`config.mk`:
```
export PLATFORM = sky130hd
export DESIGN_NAME = decode_stage
export DESIGN_NICKNAME = d
export VERILOG_FILES = /design/src/rtl/decode_stage.sv
export SDC_FILE = /design/constraint.sdc
export NUM_CORES = 1
export LEC_CHECK = 0
export ABC_AREA = 1
export BUFFER_PORTS_ARGS = -buffer_cell sky130_fd_sc_hd__buf_2
export CORE_ASPECT_RATIO = 0.5
export CORE_MARGIN = 5
export CORE_UTILIZATION = 45
export CTS_CLUSTER_SIZE = 10
export DETAILED_ROUTE_END_ITERATION = 12
export PLACE_DENSITY = 0.7
export SLEW_MARGIN = 20
export SYNTH_ARGS = -nofsm -noshare
export SYNTH_HDL_FRONTEND = slang
export SYNTH_SLANG_ARGS = --single-unit
```
`constraint.sdc`:
```
create_clock -name clk -period 3 [get_ports clk]
set_input_delay 0.45 -clock clk [delete_from_list [all_inputs] [get_ports clk]]
set_output_delay 0.45 -clock clk [all_outputs]
set_load 0.05 [all_outputs]
```
`src/rtl/decode_stage.sv`:
```
// Registered instruction-decode stage: decodes the 14-opcode ISA into a control bundle
// behind a valid/ready handshake, with load-use bubble insertion, flush and illegal-opcode trapping.
module decode_stage #(
  parameter int REG_AW    = 4,
  parameter int PC_W      = 8,
  parameter int CNT_W     = 16,
  parameter int HAZARD_EN = 1,
  localparam int INSN_W   = 4 + 3*REG_AW,
  localparam int IMM_W    = 2*REG_AW
) (
  input  logic              clk,
  input  logic              rst_n,
  input  logic              flush,
  input  logic              in_valid,
  output logic              in_ready,
  input  logic [INSN_W-1:0] in_op,
  input  logic [PC_W-1:0]   in_pc,
  output logic              out_valid,
  input  logic              out_ready,
  output logic [PC_W-1:0]   out_pc,
  output logic [3:0]        alu_op,
  output logic [REG_AW-1:0] dst,
  output logic [REG_AW-1:0] src0,
  output logic [REG_AW-1:0] src1,
  output logic [IMM_W-1:0]  data,
  output logic              reg_we,
  output logic              mem_we,
  output logic              reg0,
  output logic              reg1,
  output logic              jmp,
  output logic              cond,
  output logic              load,
  output logic              link,
  output logic              illegal,
  output logic              illegal_seen,
  output logic [CNT_W-1:0]  stall_cnt
);

  typedef enum logic [3:0] {
    OP_AND  = 4'h0, OP_OR   = 4'h1, OP_ADD  = 4'h2, OP_SUB  = 4'h3,
    OP_CMP  = 4'h4, OP_ADDI = 4'h5, OP_SUBI = 4'h6, OP_CMPI = 4'h7,
    OP_LOAD = 4'h8, OP_STORE = 4'h9, OP_JMP = 4'hA, OP_JMPR = 4'hB,
    OP_JNZ  = 4'hC, OP_LI   = 4'hD
  } opcode_t;

  opcode_t           opc;
  logic [REG_AW-1:0] f2, f1, f0;

  assign opc = opcode_t'(in_op[INSN_W-1 -: 4]);
  assign f2  = in_op[3*REG_AW-1 : 2*REG_AW];
  assign f1  = in_op[2*REG_AW-1 : REG_AW];
  assign f0  = in_op[REG_AW-1 : 0];

  logic [REG_AW-1:0] d_dst, d_src0, d_src1;
  logic [IMM_W-1:0]  d_data;
  logic              d_reg_we, d_mem_we, d_reg0, d_reg1;
  logic              d_jmp, d_cond, d_load, d_link, d_illegal;

  // Decode the incoming instruction; anything not driven for an opcode stays zero.
  always_comb begin
    d_dst     = '0;
    d_src0    = '0;
    d_src1    = '0;
    d_data    = '0;
    d_reg_we  = 1'b0;
    d_mem_we  = 1'b0;
    d_reg0    = 1'b0;
    d_reg1    = 1'b0;
    d_jmp     = 1'b0;
    d_cond    = 1'b0;
    d_load    = 1'b0;
    d_link    = 1'b0;
    d_illegal = 1'b0;
    case (opc)
      OP_AND, OP_OR, OP_ADD, OP_SUB, OP_CMP: begin
        d_src1 = f2;
        d_src0 = f1;
        d_reg1 = 1'b1;
        d_reg0 = 1'b1;
        if (opc != OP_CMP) begin
          d_dst    = f0;
          d_reg_we = 1'b1;
        end
      end
      OP_ADDI, OP_SUBI, OP_CMPI: begin
        d_src1 = f2;
        d_data = {f1, f0};
        d_reg1 = 1'b1;
        if (opc != OP_CMPI) begin
          d_dst    = f2;
          d_reg_we = 1'b1;
        end
      end
      OP_LOAD: begin
        d_src1   = f2;
        d_dst    = f0;
        d_data   = {{REG_AW{1'b0}}, f1};
        d_reg_we = 1'b1;
        d_reg1   = 1'b1;
        d_load   = 1'b1;
      end
      OP_STORE: begin
        d_src1   = f2;
        d_src0   = f1;
        d_data   = {{REG_AW{1'b0}}, f0};
        d_mem_we = 1'b1;
        d_reg1   = 1'b1;
      end
      OP_JMP: begin
        d_dst    = f0;
        d_data   = {f2, f1};
        d_reg_we = 1'b1;
        d_jmp    = 1'b1;
        d_link   = 1'b1;
      end
      OP_JMPR: begin
        d_src1   = f2;
        d_dst    = f0;
        d_data   = {{REG_AW{1'b0}}, f1};
        d_reg_we = 1'b1;
        d_reg1   = 1'b1;
        d_jmp    = 1'b1;
        d_link   = 1'b1;
      end
      OP_JNZ: begin
        d_dst    = f0;
        d_data   = {f2, f1};
        d_reg_we = 1'b1;
        d_link   = 1'b1;
        d_cond   = 1'b1;
      end
      OP_LI: begin
        d_dst    = f0;
        d_data   = {f2, f1};
        d_reg_we = 1'b1;
        d_reg1   = 1'b1;
      end
      default: d_illegal = 1'b1;
    endcase
  end

  // STORE reads its data register through src0 even though reg0 is clear.
  logic reads_held, hazard, advance, take;

  assign reads_held = (d_reg1 && (d_src1 == dst)) ||
                      ((d_reg0 || (opc == OP_STORE)) && (d_src0 == dst));
  assign hazard     = (HAZARD_EN != 0) && out_valid && load && in_valid && reads_held;
  assign advance    = !out_valid || out_ready;
  assign in_ready   = !flush && !hazard && advance;
  assign take       = in_valid && in_ready;

  always_ff @(posedge clk or negedge rst_n) begin
    if (!rst_n) begin
      out_valid    <= 1'b0;
      out_pc       <= '0;
      alu_op       <= '0;
      dst          <= '0;
      src0         <= '0;
      src1         <= '0;
      data         <= '0;
      reg_we       <= 1'b0;
      mem_we       <= 1'b0;
      reg0         <= 1'b0;
      reg1         <= 1'b0;
      jmp          <= 1'b0;
      cond         <= 1'b0;
      load         <= 1'b0;
      link         <= 1'b0;
      illegal      <= 1'b0;
      illegal_seen <= 1'b0;
      stall_cnt    <= '0;
    end else begin
      if (flush) begin
        out_valid <= 1'b0;
      end else if (advance) begin
        out_valid <= take;
        if (take) begin
          out_pc  <= in_pc;
          alu_op  <= in_op[INSN_W-1 -: 4];
          dst     <= d_dst;
          src0    <= d_src0;
          src1    <= d_src1;
          data    <= d_data;
          reg_we  <= d_reg_we;
          mem_we  <= d_mem_we;
          reg0    <= d_reg0;
          reg1    <= d_reg1;
          jmp     <= d_jmp;
          cond    <= d_cond;
          load    <= d_load;
          link    <= d_link;
          illegal <= d_illegal;
        end
      end
      if (take && d_illegal)
        illegal_seen <= 1'b1;
      if (hazard && (stall_cnt != '1))
        stall_cnt <= stall_cnt + CNT_W'(1);
    end
  end

endmodule

```
==> flow_metrics.tcl, run 1 <==
set metrics [dict create \
    run_status "complete, no violations" \
    cts_setup_buffers 0 \
    avgSynthCellArea_sq_um 7.41 \
    startpoint_type "input pin" \
    grt-ovfl-total 0 \
    synthFlopType "dfrtp_1" \
    seq_area_frac_synth_pct 44.7 \
    ir_drop_v 0.000342 \
    ctsHoldBuffers 0 \
    root_buffer "clkbuf_16" \
    yosys.area_share.simple_pct 33.9 \
    wl_per_cell_um 14.0 \
    ys_types 28 \
    min_path_type "input pin to asynchronous set/reset pin" \
    post-place-ws_ns 0.560 \
    die_w_um 131 \
    h-tree-depth 3 \
    drtAntennaViolNets 0 \
    worstMarginPinSlew_ns 0.590 \
    cts_tree "built" \
    rows 22 \
    dp_hpwl_um 6450 \
    layout_setup_ws_ns 0.556 \
    track_usage_pct 19.6 \
    hold_viol 0 \
    fp.coreArea_sq_um 7240 \
    max_freq_ghz 0.409 \
    synth_commonest_cells "nand2_1 (143), dfrtp_1 (59), inv_1 (59)" \
    finalSetupTns_ns 0 \
    n_antenna_cell 0 \
    fin_skew_ns 0.00819 \
    required_ns 2.55 \
    synth_top_area_share_pct 44.7 \
    clockBufferDepth 2 \
    syn_area_sq_um 3300 \
    synthCells 446 \
    die_area_sq_um 9260 \
    path_cells "buf_2 > nand2_1 > nand3_1 > xor2_1 > nand3_1 > nand2_2 > a21boi_0 > buf_2" \
    first_pass_iters 5 \
    drc 0 \
    fin_crit_sh_pct 81.5 \
    finalPower_w 0.00258 \
    synthTopCellsByArea "dfrtp_1 (45%), nand2_1 (16%), nand4_1 (9.5%)" \
    cts_resized 0 \
    postRouteWirelength_um 8830 \
    synth-compound-area-share_pct 6.52 \
    drive_gt1_share_pct 21.3 \
    gp_congestion 0.884 \
    muxShareOfSynthArea_pct 0 \
    slowest_stage "nand2_1" \
    drtIter0Drc 267 \
    synth_xor_area_share_pct 4.51 \
    grt_pass1_wl_um 14800 \
    max_slew_margin_pct 60.5 \
    pwr_density_cell_nw_per_um2 627 \
    synth_most_common_cell "nand2_1" \
    leakage_nw 2.25 \
    initial_core_util_pct 45.6 \
    cts_sinks 59 \
    slew_violations 0 \
    routed_via_density 5.12 \
    antenna_found_initial 0 \
    yosysWarnings 0 \
    cts_buffers 9 \
    ys_ff_latch 59 \
    setup_violations 0 \
    yosysTopAreaCell "dfrtp_1" \
    clk_pin_slew_worst_paths_ns 0.05 \
    syn_nets 476 \
    postPlaceCellArea_sq_um 3820 \
    grt_max_degree 43 \
    critPathMaxFanout 11 \
    synth-async-reset-ratio_pct 100 \
    period_minus_slack_ns 2.44 \
    syn_to_final_growth_pct 24.6 \
    fin_nets 559 \
    synth_top_family_by_area "simple AND/OR/NAND/NOR gates" \
    rsz0062_at_grt "no" \
    crit_arrival_ns 1.99 \
    clk-insertion-delay-late_ns 0.33 \
    synth_edf_count 0 \
    grt_pass1_vias 2938 \
    die_h_um 70.6 \
    slowest_delay_ns 0.31 \
    vias 3227 \
    io_buffers 88 \
    synthAdderAreaFrac_pct 0.379 \
    path_class "input pin to output pin" \
    io_pins 89 \
    endpoint_kind "output pin" \
    finalInstanceArea_sq_um 4120 \
    cap_violations 0 \
]
==> logic make-up (layout without fill, tap and decap cells) <==
logic type,count (synthesis),after routing
flip-flops,59,59
AND/OR/NAND/NOR,249,249
AO/OA/AOI/OAI,39,39
buffers and inverters,81,169
adder cells (fa/ha/maj),1,1
XOR/XNOR,17,17
==> final timing paths <==
check	startpoint	endpoint	slack [ns]	depth (start not counted)
setup / recovery	in_op[15]	in_ready	0.56	8
hold / removal	rst_n	stall_cnt[3]	0.08	1
setup reg to reg	stall_cnt[0]	stall_cnt[6]	1.04	6
hold reg to reg	out_pc[0]	out_pc[0]	0.46	2
max in group asynchronous	rst_n	stall_cnt[8]	2.04	2
min in group clk	flush	out_valid	0.37	2
==> critical path, delay by kind of cell <==
kind	cells	cell delay [ns]
buffers and inverters	2	0.45
xor gates and xnor gates	1	0.18
AOI/OAI and AO/OA	1	0.21
and+or+nand+nor	4	0.69
==> through the flow <==
step / instances / utilization, % / hold WS [ns]
after floorplan: 446 / - / 0.154
after global placement: 614 / 52.8 / 0.439
after detailed placement: 614 / 52.8 / 0.442
after CTS: 630 / 56.9 / 0.0861
after global routing: 630 / 56.9 / 0.123
final: 630 / 56.9 / 0.0808
==> layout make-up <==
class	count	area (sq um)
Fill cell	705	3120
Multi-Input combinational cell	306	1510
Sequential cell	59	1480
Timing Repair Buffer	93	490
Clock buffer	11	243
Inverter	60	225
Tap cell	96	120
Clock inverter	5	52.6
==> sequential cells by signal, indices dropped and copies added, names as in the netlist, 4 cells and up <==
name and flops:
stall_cnt 16, src1 4, dst 4, src0 4, alu_op 4, data 8, out_pc 8
==> power by group <==
| group | internal (W) | switching [W] |
|---|---|---|
| combinational | 0.000145 | 0.000492 |
| sequential | 0.000875 | 0.0000529 |
| clock | 0.000660 | 0.000354 |
| total | 0.00168 | 0.000899 |
==> layout by cell type (no fill, tap or decap), drive strengths merged, types with 3 or more instances in the layout <==
master	count
clkbuf	11
nand2	145
buf	93
o21ai	26
nand3	24
dfrtp	59
xnor2	4
nor3	6
clkinv	3
inv	60
a21oi	3
nand4	50
o22ai	4
o211ai	4
xor2	13
nor2	21
==> layer usage <==
layer	wire length [um]	vias up	part of all wire, %	track usage [%]
met3	717	11	8.1	6.25
met5	0	-	0	0
met1	4220	1473	48	28.4
li1	-	1624	-	-
met4	88	0	1.0	6.57
met2	3800	119	43	27.8
Note: power is estimated with default switching activity, not from simulation.
==> run 2, diff against run 1 <==
- PLACE_DENSITY: 0.7 -> 0.73
- clock period: 3 -> 2.2 ns (I/O delays scaled with it)
==> flow_metrics.tcl, run 2 (synthesized netlist as in run 1, its figures left out) <==
set metrics [dict create \
    top_register "stall_cnt" \
    die_w_um 131 \
    io_pins 89 \
    grt_max_degree 60 \
    required_ns 1.87 \
    rows 22 \
    period_minus_slack_ns 2.08 \
    rr_worst_depth 6 \
    r2r_setup_slack_ns 0.47 \
    path_cells "buf_2 > nand2_1 > nand3_1 > xor2_1 > nand3_1 > nand2_2 > a21boi_1 > buf_2" \
    fin_skew_ns 0.00438 \
    crit_start "in_op[15]" \
    critPathMaxFanout 11 \
    grt-ovfl-total 0 \
    slowest_stage "nand2_1" \
    pwr_density_cell_nw_per_um2 827 \
    finalSetupTns_ns 0 \
    drive_gt1_share_pct 22.6 \
    wl_per_cell_um 14.2 \
    rsz0062_at_grt "no" \
    clk_pin_slew_worst_paths_ns 0.05 \
    cts_resized 0 \
    endpoint_kind "output pin" \
    layout_common_cells "nand2_1 (143), buf_2 (88), inv_1 (59), dfrtp_1 (59), nand4_1 (50)" \
    cts_tree "built" \
    dp_hpwl_um 6360 \
    die_h_um 70.6 \
    r2r-start "stall_cnt[0]" \
    min_path_type "input pin to asynchronous set/reset pin" \
    cap_violations 0 \
    io_buffers 88 \
    multi_input_area_sq_um 1510 \
    dp_cells 621 \
    fin_crit_sh_pct 94.4 \
    leakage_nw 2.28 \
    vias 3328 \
    cts_setup_buffers 0 \
    postRouteWirelength_um 9040 \
    max_freq_ghz 0.481 \
    largest_reg_flops 16 \
    drtAntennaViolNets 0 \
    slew_violations 0 \
    n_antenna_cell 0 \
    ir_drop_v 0.000441 \
    drtIter0Drc 350 \
    grt_pass1_vias 3018 \
    track_usage_pct 19.9 \
    antenna_found_initial 0 \
    top_layer "met4" \
    finalPower_w 0.00345 \
    hold_viol 0 \
    setup_violations 0 \
    largestRegisters "stall_cnt (16), data (8), out_pc (8)" \
    clk-insertion-delay-late_ns 0.33 \
    cp_top_family "simple AND/OR/NAND/NOR gates" \
    startpoint_type "input pin" \
    initial_core_util_pct 45.6 \
    met3_length_um 566 \
    cp.buffers_inverters 2 \
    path_class "input pin to output pin" \
    cts_buffers 9 \
    drt-met1-wl_um 4240 \
    worst_r2r_endpoint "stall_cnt[15]" \
    grt_pass1_wl_um 15100 \
    worstMarginPinSlew_ns 0.771 \
    die_area_sq_um 9260 \
    root_buffer "clkbuf_16" \
    slowest_delay_ns 0.30 \
    fp.coreArea_sq_um 7240 \
    h-tree-depth 3 \
    max_slew_margin_pct 48.6 \
    dr_wl_met2_um 4150 \
    seq_area_sq_um 1480 \
    n_fill_cell 710 \
    syn_to_final_growth_pct 26.1 \
    first_pass_iters 5 \
    gp_congestion 0.891 \
    hold_ws_ns 0.159 \
    clockBufferDepth 2 \
    ctsHoldBuffers 0 \
    crit_arrival_ns 1.75 \
    cts_sinks 59 \
    run_status "complete, no violations" \
    fin_nets 566 \
    final_common_cell "nand2_1" \
    drc 0 \
    routed_via_density 5.22 \
    final_cells 637 \
]
run 2: layout make-up:
| class | instances | area share, % |
|---|---|---|
| Multi-Input combinational cell | 306 | 36.2 |
| Sequential cell | 59 | 35.4 |
| Timing Repair Buffer | 100 | 13.3 |
| Clock buffer | 11 | 6.07 |
| Inverter | 60 | 5.41 |
| Tap cell | 96 | 2.88 |
| Clock inverter | 5 | 0.661 |
run 2: metrics by stage:
stage	area, sq um	setup WS, ns	utilization, %
6_report	4170	0.122	57.6
5_1_grt	4170	0.0398	57.6
4_1_cts	4170	0.144	57.6
3_5_place_dp	3890	0.151	53.7
3_3_place_gp	3890	0.169	53.7
2_1_floorplan	3300	0.0398	-
run 2: worst max-delay path by stage:
stage	to	slack, ns	depth (start not counted)
floorplan	in_ready	0.04	2
global placement	in_ready	0.17	11
detailed placement	in_ready	0.15	8
CTS	in_ready	0.14	8
global route	in_ready	0.04	8
finish	in_ready	0.12	8
run 2: power breakdown:
group	switching [W]	internal (W)	total, W	leakage (nW)
clock network	0.000487	0.000813	0.00130	0.141
logic	0.000675	0.000203	0.000878	1.37
registers	0.0000737	0.00119	0.00127	0.774
total	0.00124	0.00221	0.00345	2.28
run 2: routing by layer:
layer  vias to the layer above  track usage [%]
met2                       109             29.4
met4                         0             5.65
met5                         -                0
li1                       1634                -
met1                      1576             28.3
met3                         9             6.32
